`src/rtl/seq_divider32_pkg.sv`:
```
// Shared definitions for the sequential restoring divider: state encoding,
// default operand width and the quotient reported on a divide by zero.
package seq_divider32_pkg;

    localparam int DEFAULT_WIDTH = 32;

    // Quotient reported when the divisor is zero (all ones).
    localparam logic [DEFAULT_WIDTH-1:0] DIV0_QUOTIENT = '1;

    typedef enum logic [1:0] {
        IDLE = 2'd0,
        CALC = 2'd1,
        DONE = 2'd2
    } div_state_t;

endpackage

```
`src/rtl/seq_divider32_div_sub_step.sv`:
```
// One restoring-division step: shift the next dividend bit into the partial
// remainder, trial-subtract the divisor with a WIDTH+1-bit ripple subtractor
// (a + ~b + 1) and keep the difference only if it did not go negative.
module div_sub_step #(
    parameter int WIDTH = 32
) (
    input  logic [WIDTH-1:0] rem,
    input  logic             in_bit,
    input  logic [WIDTH-1:0] divisor,
    output logic [WIDTH-1:0] rem_next,
    output logic             q_bit
);

    logic [WIDTH-1:0] shifted;
    logic [WIDTH:0]   op_a;
    logic [WIDTH:0]   op_b_n;
    logic [WIDTH:0]   diff;
    logic [WIDTH:0]   carry;

    // The partial remainder is always below 2^(WIDTH-1) before a shift, so
    // dropping its MSB loses nothing.
    assign shifted = {rem[WIDTH-2:0], in_bit};
    assign op_a    = {1'b0, shifted};
    assign op_b_n  = ~{1'b0, divisor};

    // Ripple subtract: each bit's carry-out feeds the next bit's carry-in.
    always_comb begin
        // NOTE: every combinational output gets a value on every path, and
        // blocking '=' is used so later bits see this pass's carries; both
        // keep this a pure mux/adder network with no inferred latch.
        diff  = '0;
        carry = '0;
        carry[0] = 1'b1;
        for (int i = 0; i < WIDTH; i++) begin
            diff[i]    = op_a[i] ^ op_b_n[i] ^ carry[i];
            carry[i+1] = (op_a[i] & op_b_n[i]) | (carry[i] & (op_a[i] ^ op_b_n[i]));
        end
        diff[WIDTH] = op_a[WIDTH] ^ op_b_n[WIDTH] ^ carry[WIDTH];
    end

    // Sign bit of the trial difference clear means the divisor fitted.
    assign q_bit    = ~diff[WIDTH];
    assign rem_next = q_bit ? diff[WIDTH-1:0] : shifted;

endmodule

```
`src/rtl/seq_divider32.sv`:
```
// Multi-cycle unsigned restoring divider with a start/busy/done handshake.
// One quotient bit is produced per clock; a zero divisor completes in one
// clock with an all-ones quotient and the dividend as remainder.
module seq_divider32
    import seq_divider32_pkg::*;
#(
    parameter int WIDTH = DEFAULT_WIDTH,
    parameter int CNT_W = $clog2(WIDTH) + 1
) (
    input  logic             clk,
    input  logic             rst_n,
    input  logic             start,
    input  logic [WIDTH-1:0] dividend,
    input  logic [WIDTH-1:0] divisor,
    output logic [WIDTH-1:0] quotient,
    output logic [WIDTH-1:0] remainder,
    output logic             busy,
    output logic             done,
    output logic             div_by_zero
);

    div_state_t       state;
    logic [WIDTH-1:0] q_reg;
    logic [WIDTH-1:0] r_reg;
    logic [WIDTH-1:0] d_reg;
    logic [CNT_W-1:0] cnt;

    logic [WIDTH-1:0] rem_next;
    logic             q_bit;
    logic [WIDTH-1:0] q_next;

    div_sub_step #(.WIDTH(WIDTH)) u_step (
        .rem      (r_reg),
        .in_bit   (q_reg[WIDTH-1]),
        .divisor  (d_reg),
        .rem_next (rem_next),
        .q_bit    (q_bit)
    );

    assign q_next = {q_reg[WIDTH-2:0], q_bit};

    // Control FSM, iteration counter, working registers and registered results.
    always_ff @(posedge clk or negedge rst_n) begin
        if (!rst_n) begin
            state       <= IDLE;
            q_reg       <= '0;
            r_reg       <= '0;
            d_reg       <= '0;
            cnt         <= '0;
            quotient    <= '0;
            remainder   <= '0;
            busy        <= 1'b0;
            done        <= 1'b0;
            div_by_zero <= 1'b0;
        end else begin
            // NOTE: non-blocking '<=' so every register samples the values
            // from before this edge, independent of statement order.
            done <= 1'b0;
            case (state)
                IDLE, DONE: begin
                    if (start) begin
                        q_reg <= dividend;
                        r_reg <= '0;
                        d_reg <= divisor;
                        cnt   <= '0;
                        if (divisor != '0) begin
                            state       <= CALC;
                            busy        <= 1'b1;
                            div_by_zero <= 1'b0;
                        end else begin
                            state       <= DONE;
                            busy        <= 1'b0;
                            done        <= 1'b1;
                            quotient    <= DIV0_QUOTIENT;
                            remainder   <= dividend;
                            div_by_zero <= 1'b1;
                        end
                    end else begin
                        state <= IDLE;
                    end
                end
                CALC: begin
                    q_reg <= q_next;
                    r_reg <= rem_next;
                    cnt   <= cnt + CNT_W'(1);
                    if (cnt == CNT_W'(WIDTH - 1)) begin
                        state     <= DONE;
                        busy      <= 1'b0;
                        done      <= 1'b1;
                        quotient  <= q_next;
                        remainder <= rem_next;
                    end
                end
                default: begin
                    state <= IDLE;
                    busy  <= 1'b0;
                end
            endcase
        end
    end

endmodule

```
`config.mk`:
```
export PLATFORM = sky130hd
export DESIGN_NAME = seq_divider32
export DESIGN_NICKNAME = d
export VERILOG_FILES = /design/src/rtl/seq_divider32_pkg.sv /design/src/rtl/seq_divider32_div_sub_step.sv /design/src/rtl/seq_divider32.sv
export SDC_FILE = /design/constraint.sdc
export NUM_CORES = 1
export LEC_CHECK = 0
export BUFFER_PORTS_ARGS = -buffer_cell sky130_fd_sc_hd__buf_2
export CAP_MARGIN = 30
export CORE_UTILIZATION = 25
export DETAILED_ROUTE_END_ITERATION = 8
export PLACE_DENSITY = 0.49
export SETUP_SLACK_MARGIN = 0.2
export SLEW_MARGIN = 20
export SYNTH_ARGS = -nofsm -noshare
export SYNTH_HDL_FRONTEND = slang
export SYNTH_SLANG_ARGS = --single-unit
```
`constraint.sdc`:
```
create_clock -name clk -period 19.9 [get_ports clk]
set_clock_uncertainty 0.15 [all_clocks]
set_input_delay 2.985 -clock clk [delete_from_list [all_inputs] [get_ports clk]]
set_output_delay 2.985 -clock clk [all_outputs]
set_load 0.05 [all_outputs]
```
==> flow_summary.json <==
{
  "cp-end-kind": "flip-flop",
  "dp_slack_ps": 5836,
  "ir_worst_vdd_uv": 79.45,
  "power.density_nw_per_um2": 214.4,
  "ys.flop_type": "dfrtp_1",
  "yosysTopAreaCell": "dfrtp_1",
  "max_stage_delay_ps": 490,
  "grt_usage": 0.1456,
  "period_needed_ps": 14070,
  "fp.coreArea_sq_um": 30590,
  "post-dp-hpwl_um": 14910,
  "clk_pin_slew_ps": 70,
  "area.growth.synth_to_final_pct": 22.85,
  "drc": 0,
  "p_leak_nw": 4.332,
  "r2r_cells": 40,
  "diodes": 0,
  "clock_latency_ps": 430,
  "crit_type": "flip-flop to flip-flop",
  "drv_slew": 0,
  "ys_ff_latch": 170,
  "setup_viol": 0,
  "fmax_mhz": 71.08,
  "syn-num-nets": 823,
  "die_y_um": 178.4,
  "hold_path.class": "flip-flop to flip-flop",
  "numCtsBuffers": 17,
  "synth-xor-area-share": 0.001126,
  "syn_area_sq_um": 7775,
  "die-area_sq_um": 31810,
  "setup_ws_ps": 5831,
  "ys.warnings.count": 0,
  "synth_cells": 723,
  "antenna_found_initial": 0,
  "start_kind": "flip-flop",
  "cts_max_level": 4,
  "synth-compound-area-share": 0.1930,
  "critPathRequiredTime_ps": 20060,
  "syn_avg_cell_area_sq_um": 10.75,
  "start_util": 0.2542,
  "post_cts_resized": 0,
  "yosys-mux-area-fraction": 0.04007,
  "synthArstFlopShare": 1.000,
  "slew_headroom": 0.4441,
  "clock_sinks": 170,
  "gr-total-overflow": 0,
  "finalHoldViolCount": 0,
  "port_buffers": 133,
  "synth_cell_type_count": 37,
  "worst_hold_path.num_cells": 2,
  "globalplace.congestion": 0.7474,
  "final_core_util": 0.3123,
  "drtPass1Iterations": 5,
  "die_w_um": 178.4,
  "cts_tree": "built",
  "r2r_start": "q_reg[31]",
  "ctsHoldBuffers": 0,
  "wl_per_cell_um": 17.64,
  "seq_area_frac_synth": 0.5472,
  "vias": 5758,
  "nets": 938,
  "grt_max_degree": 70,
  "synth_top_cell_area_share": 0.5472,
  "via_per_inst": 4.617,
  "fin_tns_setup_ps": 0,
  "maxCapViolCount": 0,
  "grt_setup_unrepaired": "false",
  "holdPathEnd": "div_by_zero",
  "post-route-period-util": 0.7070,
  "outcome": "complete, no violations",
  "synth.area.top_cells": "dfrtp_1 55%, fa_1 8.0%, nand2_1 5.1%",
  "synth_edf_count": 0,
  "layout-drive-gt1-share": 0.2221,
  "cpMaxStageDelayCell": "buf_4",
  "r2r_slack_ps": 5830,
  "ant_nets": 0,
  "cts_setup_buffers": 0,
  "min_from": "div_by_zero",
  "worst_pin_slew_ps": 833.8,
  "grt_pass1_wl_um": 34710,
  "synth_top_family_by_area": "compound AO/OA/AOI/OAI gates",
  "wl_um": 22000,
  "critPathMaxFanout": 35,
  "io_pins": 134,
  "ys_top_cells_by_count": "170 x dfrtp_1, 106 x nand2_1, 72 x o21ai_0",
  "drt_iter0_drc": 382,
  "synthSimpleGateAreaFrac": 0.08931,
  "rows": 64,
  "r2r-end": "remainder[31]",
  "critPathArrivalTime_ps": 14220,
  "cp_common_cell": "fa_1",
  "synth-adder-area-share": 0.08304,
  "synth_most_common_cell": "dfrtp_1",
  "grt_pass1_vias": 5828,
  "cts-root-buf": "clkbuf_16",
  "clockBufferDepth": 2
}
area by class of cell:
type	count	area, sq um
Fill cell	3221	21040
Clock buffer	21	470.5
Inverter	35	131.4
Timing Repair Buffer	146	829.5
Tap cell	396	495.5
Clock inverter	11	167.7
Multi-Input combinational cell	468	3203
Sequential cell	170	4254
critical path, delay by kind of cell (launching register included):
| kind | cells | cell delay [ps] |
|---|---|---|
| simple gates | 1 | 110 |
| compound gates | 2 | 240 |
| fa+ha+maj | 32 | 12100 |
| flops | 1 | 380 |
| buf+inv | 4 | 700 |
| mux | 1 | 290 |
cell families (layout without fill, tap and decap cells):
kind of cell             count (synthesis)  in the layout
adder cells (fa/ha/maj)                 33             33
multiplexers                            31             31
AND/OR/NAND/NOR                        164            164
buffers and inverters                   85            213
XOR/XNOR                                 1              1
flip-flops                             170            170
AO/OA/AOI/OAI                          239            239
stage by stage:
step | cells | hold slack, ps | total power, mW | cell area [sq um]
floorplan | 723 | 302.3 | 1.429 | 7775
global placement | 1212 | 313.2 | 1.681 | 8831
detailed placement | 1215 | 321.8 | 1.703 | 8914
CTS | 1247 | 336.4 | 2.079 | 9552
global route | 1247 | 354.7 | 2.231 | 9552
finish | 1247 | 332.6 | 2.048 | 9552
metal layers:
| metal | wire length (um) | vias to the layer above | track usage |
|---|---|---|---|
| li1 | - | 2729 | - |
| met1 | 10510 | 2871 | 0.2037 |
| met2 | 10450 | 147 | 0.2327 |
| met3 | 842 | 11 | 0.02430 |
| met4 | 194 | 0 | 0.03637 |
| met5 | 0 | - | 0 |
cell usage in the layout, fill, tap and decap left out, types with 3 or more instances in the layout:
master / count
a21oi_1: 33
nor4_1: 8
buf_2: 132
a21o_1: 31
clkinv_2: 3
inv_1: 35
bufinv_16: 4
o21ai_0: 72
fa_1: 30
nand2_1: 106
clkbuf_8: 3
o21ai_1: 31
o22a_1: 32
a22oi_1: 30
buf_4: 10
dfrtp_1: 170
buf_16: 3
mux2i_1: 30
nor2_1: 36
clkbuf_16: 17
report_power, final:
group	total, mW	switching [mW]	internal (mW)
clock	0.365	0.144	0.220
sequential	0.629	0.112	0.517
combinational	1.05	0.672	0.382
total	2.05	0.929	1.12
how the worst max path moves through the flow:
stage / startpoint / to / slack [ps] / depth (start not counted)
finish: q_reg[31] / remainder[31] / 5830 / 40
global route: q_reg[31] / remainder[31] / 5230 / 40
CTS: q_reg[31] / remainder[31] / 5800 / 40
detailed placement: q_reg[31] / remainder[31] / 5840 / 40
global placement: q_reg[31] / remainder[31] / 5880 / 40
floorplan: q_reg[31] / remainder[10] / 6600 / 41
Note: power is estimated with default switching activity, not from simulation.
